===== src/rtl/digit_text_ctrl.sv =====
// Font-ROM sequencer for a fixed digit text window: ROM address generation, alignment
// to the ROM's registered read, pixel serialisation and frame-synchronous digit updates.
module digit_text_ctrl #(
    parameter int DATA_WIDTH = 12,
    parameter int ADDR_WIDTH = 8,
    parameter int GLYPH_H    = 16,
    parameter int NUM_DIGITS = 8,
    parameter int X0         = 100,
    parameter int Y0         = 200
) (
    input  logic                    clk,
    input  logic                    rst_n,
    input  logic [10:0]             hcount,
    input  logic [10:0]             vcount,
    input  logic                    video_on,
    input  logic [4*NUM_DIGITS-1:0] digits,
    input  logic                    load,
    output logic [ADDR_WIDTH-1:0]   rom_addr,
    input  logic [DATA_WIDTH-1:0]   rom_q,
    output logic                    pix,
    output logic                    pix_valid,
    output logic                    update_pending
);
    localparam int ROW_W = $clog2(GLYPH_H);
    localparam int COL_W = $clog2(DATA_WIDTH);
    localparam int IDX_W = (NUM_DIGITS > 1) ? $clog2(NUM_DIGITS) : 1;
    localparam int DIG_W = 4 * NUM_DIGITS;
    localparam logic [10:0]      X0_C     = 11'(X0);
    localparam logic [10:0]      X1_C     = 11'(X0 + DATA_WIDTH * NUM_DIGITS);
    localparam logic [10:0]      Y0_C     = 11'(Y0);
    localparam logic [10:0]      Y1_C     = 11'(Y0 + GLYPH_H);
    localparam logic [ROW_W-1:0] Y0_ROW   = ROW_W'(Y0);
    localparam logic [COL_W-1:0] COL_LAST = COL_W'(DATA_WIDTH - 1);
    localparam logic [IDX_W-1:0] IDX_LAST = IDX_W'(NUM_DIGITS - 1);

    logic [DIG_W-1:0]      active_q, active_d, pending_q, pending_d;
    logic                  pend_flag_q, pend_flag_d;
    logic [COL_W-1:0]      col_q, col_d, col_now;
    logic [IDX_W-1:0]      idx_q, idx_d, idx_now;
    logic [3:0]            active_nib [NUM_DIGITS];
    logic [3:0]            code;
    logic [ROW_W-1:0]      row;
    logic                  win, blank, frame_start;
    logic [ADDR_WIDTH-1:0] rom_addr_q, rom_addr_d;
    logic                  win_p1_q, win_p2_q, blank_p1_q, blank_p2_q;
    logic [COL_W-1:0]      col_p1_q, col_p2_q;
    logic                  pix_q, pix_d, pix_valid_q;

    genvar gi;
    generate
        for (gi = 0; gi < NUM_DIGITS; gi++) begin : g_nib
            assign active_nib[gi] = active_q[4*(NUM_DIGITS-1-gi) +: 4];
        end
    endgenerate

    assign frame_start = (hcount == 11'd0) && (vcount == 11'd0);

    // A load coinciding with frame start bypasses the pending buffer entirely.
    always_comb begin
        active_d    = active_q;
        pending_d   = pending_q;
        pend_flag_d = pend_flag_q;
        if (load) begin
            pending_d   = digits;
            pend_flag_d = 1'b1;
        end
        if (frame_start) begin
            if (load)
                active_d = digits;
            else if (pend_flag_q)
                active_d = pending_q;
            pend_flag_d = 1'b0;
        end
    end

    always_comb begin
        col_now = (hcount == X0_C) ? '0 : col_q;
        idx_now = (hcount == X0_C) ? '0 : idx_q;
        col_d   = (col_now == COL_LAST) ? '0 : col_now + COL_W'(1);
        idx_d   = idx_now;
        if (col_now == COL_LAST)
            idx_d = (idx_now == IDX_LAST) ? '0 : idx_now + IDX_W'(1);
    end

    always_comb begin
        win   = video_on && (hcount >= X0_C) && (hcount < X1_C)
                         && (vcount >= Y0_C) && (vcount < Y1_C);
        row   = vcount[ROW_W-1:0] - Y0_ROW;
        code  = active_nib[idx_now];
        blank = (code > 4'd9);
        rom_addr_d = rom_addr_q;
        if (win)
            rom_addr_d = blank ? '0
                       : ADDR_WIDTH'(code) * ADDR_WIDTH'(GLYPH_H) + ADDR_WIDTH'(row);
    end

    // rom_q already belongs to the sample carried in the *_p2 stage.
    assign pix_d = win_p2_q && !blank_p2_q && rom_q[COL_LAST - col_p2_q];

    always_ff @(posedge clk or negedge rst_n) begin
        if (!rst_n) begin
            active_q    <= '1;
            pending_q   <= '0;
            pend_flag_q <= 1'b0;
            col_q       <= '0;
            idx_q       <= '0;
            rom_addr_q  <= '0;
            win_p1_q    <= 1'b0;
            blank_p1_q  <= 1'b0;
            col_p1_q    <= '0;
            win_p2_q    <= 1'b0;
            blank_p2_q  <= 1'b0;
            col_p2_q    <= '0;
            pix_q       <= 1'b0;
            pix_valid_q <= 1'b0;
        end else begin
            active_q    <= active_d;
            pending_q   <= pending_d;
            pend_flag_q <= pend_flag_d;
            col_q       <= col_d;
            idx_q       <= idx_d;
            rom_addr_q  <= rom_addr_d;
            win_p1_q    <= win;
            blank_p1_q  <= blank;
            col_p1_q    <= col_now;
            win_p2_q    <= win_p1_q;
            blank_p2_q  <= blank_p1_q;
            col_p2_q    <= col_p1_q;
            pix_q       <= pix_d;
            pix_valid_q <= win_p2_q;
        end
    end

    assign rom_addr       = rom_addr_q;
    assign pix            = pix_q;
    assign pix_valid      = pix_valid_q;
    assign update_pending = pend_flag_q;
endmodule


===== config.mk =====
export PLATFORM = sky130hd
export DESIGN_NAME = digit_text_ctrl
export DESIGN_NICKNAME = d
export VERILOG_FILES = /design/src/rtl/digit_text_ctrl.sv
export SDC_FILE = /design/constraint.sdc
export NUM_CORES = 1
export LEC_CHECK = 0
export ABC_CLOCK_PERIOD_IN_PS = 2080
export CAP_MARGIN = 15
export CORE_MARGIN = 2
export CORE_UTILIZATION = 35
export CTS_BUF_LIST = sky130_fd_sc_hd__clkbuf_2
export CTS_CLUSTER_SIZE = 20
export DETAILED_ROUTE_END_ITERATION = 7
export PLACE_DENSITY_LB_ADDON = 0.15
export SLEW_MARGIN = 20
export SYNTH_ARGS = -nofsm -noshare
export SYNTH_HDL_FRONTEND = slang
export SYNTH_SLANG_ARGS = --single-unit

===== constraint.sdc =====
create_clock -name clk -period 2.08 [get_ports clk]
set_input_delay 0.416 -clock clk [delete_from_list [all_inputs] [get_ports clk]]
set_output_delay 0.416 -clock clk [all_outputs]
set_load 0.05 [all_outputs]

==> results.ini <==
[worst_setup_path]
start_kind=register
crit_chain=buf_6, mux2i_2, o22ai_2, mux2_4, or3_4, nor2b_4, o31ai_2
cp-startpoint=idx_q[0]
worstReg2RegStart=idx_q[0]
path_buf_inv=1
cp_top_family=simple AND/OR/NAND/NOR gates
critPathKind=register to register
slowest_delay_ns=0.49
cp.required_ns=2.55
cpMaxStageDelayCell=dfrtp_2
cp_max_fo=6
arrival_ns=2.57
endpoint_kind=register

[yosys]
yosys.area.top_type=dfrtp_1
ys_ff_latch=94
syn_area_um2=4065
synth_xor_xnor_area_share_pct=0.4309
synth_top_family_by_area=multiplexers
ys_types=50
synth_compound_area_share_pct=5.386
muxShareOfSynthArea_pct=24.56
syn-instance-count=281
syn-num-nets=353
synth_top_area_share_pct=38.17
syn_area_per_cell_um2=14.47
synth_edf_count=0
synthTopCellsByArea=dfrtp_1, dfstp_2, mux2_2
yosys_warnings=0
synthSimpleGateAreaFrac_pct=7.818
ys_seq_area_share_pct=58.85
async_flop_share_pct=100.0
synthFlopType=dfrtp_1
synth_fa_ha_area_share_pct=0.6156

[timing]
setup_ws_ns=-0.02027
clock_skew_ns=0.02556
max-slew-margin-rel_pct=61.86
setup-tns-final_ns=-0.03480
hold_viol_final=0
holdWs_ns=0.3464
post-route-min-period_ns=2.100
report.final.slew_viol_count=0
period_share_pct=101.0
setup_viol=4
rsz0062_at_grt=yes
max_freq_mhz=476.1
worst_pin_slew_ns=0.5721

[global_route]
overflow=0
grt_pass1_vias=2923
grt_max_degree=44
antenna_found_initial=0
grt.total_usage_pct=14.51
grt_pass1_wl_um=14350

[clock_tree]
cts.htree.levels=3
clkSlewWorstSetupHoldPaths_ns=0.27
cts_tree=built
clkSinkCount=94
clockRootBuffer=clkbuf_2
numCtsBuffers=9
clk_latency_ns=0.56
clockBufferDepth=2

[drt]
drtIter0Drc=103
firstDrtPassIters=5
vias=2683
drt-wirelength-per-cell_um=15.57
drc=0
ant_nets=0
drt_wl_total_um=8546
via_per_inst=4.887

[power]
total_leakage_power_nw=2.359
total_power_mw=3.845
powerDensity_nw_per_um2=699.9
peakVddDrop_uv=308.8

[floorplanning]
die_w_um=111.8
dieArea_um2=12490
start_util_pct=35.75
core_um2=11370
core.rowCount=39
die-height_um=111.8
io_pins=81

[flow_run]
maxCapViolations=0

[outcome]
violations=setup timing
status=finished with violations

[worst_hold_path]
hold_class=primary input to async pin

[finish]
multi_input_area_um2=1642
num_antenna_cells=0
nNetsFinal=473
area_growth_pct=35.12
final_util_pct=48.31
seqCellArea_um2=2394
drive_gt1_share_pct=45.32
fillers=1045

[placement]
gp_congestion=0.7602
dp_hpwl_um=6358
portBuffers=80

## path summary, 6_finish.rpt
path | cells past startpoint | end | slack (ns)
min in group clk | 0 | win_p2_q | 0.37
hold reg to reg | 0 | win_p2_q | 0.37
max in group asynchronous | 3 | active_nib[26] | 1.05
setup reg to reg | 7 | rom_addr[1] | -0.02
hold / removal | 2 | col_p2_q[0] | 0.35
setup / recovery | 7 | rom_addr[1] | -0.02
## logic make-up (layout without fill, tap and decap cells)
kind of cell / count (synthesis) / after routing
flip-flops: 94 / 94
XOR/XNOR: 2 / 2
multiplexers: 81 / 81
buffers and inverters: 21 / 146
AND/OR/NAND/NOR: 55 / 55
AO/OA/AOI/OAI: 26 / 26
adder cells (fa/ha/maj): 2 / 2
## metrics by stage
stage,instance area [µm²],worst slack (ns),cells
floorplan,4076,-0.09218,281
global placement,5340,-0.4919,531
detailed placement,5340,-0.5702,531
CTS,5475,-0.03129,549
global route,5493,-0.1130,549
finish,5493,-0.02027,549
## state kept, by name (all words and copies together), names as in the netlist
name	cells
active_nib	32
blank_p1_q	1
blank_p2_q	1
col_p1_q	4
col_p2_q	4
col_q	4
idx_q	3
pending_q	32
pix	1
pix_valid	1
rom_addr	8
update_pending	1
win_p1_q	1
win_p2_q	1
## cell usage in the layout, fill, tap and decap left out, types with 2 or more instances in the layout
master,n
and2_1,2
buf_12,4
a22o_1,2
mux2_2,65
o22ai_2,2
dfstp_2,32
dlygate4sd2_1,11
nor2_1,13
mux4_2,8
dfrtp_1,61
buf_4,36
clkdlybuf4s50_1,68
a21oi_1,5
ha_1,2
nor4_1,3
inv_1,9
nand2_1,13
a31oi_1,3
mux2_4,2
inv_6,2
mux2i_1,4
o31ai_2,4
clkbuf_2,10
nand3_1,3
nor3_1,4
clkinvlp_4,2
## per-layer routing
layer  vias up  track usage (%)  share of wire, %
met5         -                0                 0
met1      1334            19.70                48
met4         0            6.255               1.6
li1       1259                -                 -
met3        12            3.484               5.5
met2        78            22.30                45
## repair_timing
action | CTS | global route
hold endpoints to repair | 31 | 0
endpoints found under the setup margin | 19 | 10
hold buffers | 1 | 0
buffers inserted | 1 | 0
pin swaps | 6 | 2
resized for setup | 18 | 4
## Yosys cell counts, types with 3 or more instances
cell type / count
mux2_2: 66
dfrtp_1: 62
dfstp_2: 32
nand2_1: 13
nor2_1: 13
inv_1: 9
mux4_2: 8
clkbuf_1: 6
mux2i_1: 6
a21oi_1: 5
nor3_1: 5
buf_2: 4
o31ai_2: 4
a31oi_1: 3
nand3_1: 3
nor4_1: 3
## cell type report
| class | count | share of cell area, % |
|---|---|---|
| clock inverter | 6 | 0.8428 |
| sequential | 94 | 43.58 |
| multi-input combinational | 166 | 29.89 |
| inverter | 9 | 0.6150 |
| clock buffer | 10 | 0.9112 |
| timing repair buffer | 121 | 20.91 |
| tap | 143 | 3.257 |
## where the power goes
| part | leakage (nW) | switching (mW) | internal [mW] |
|---|---|---|---|
| Clock | 0.0589 | 0.635 | 0.171 |
| Combinational | 1.21 | 0.398 | 0.536 |
| Sequential | 1.09 | 0.107 | 2.00 |
Note: power is estimated with default switching activity, not from simulation.
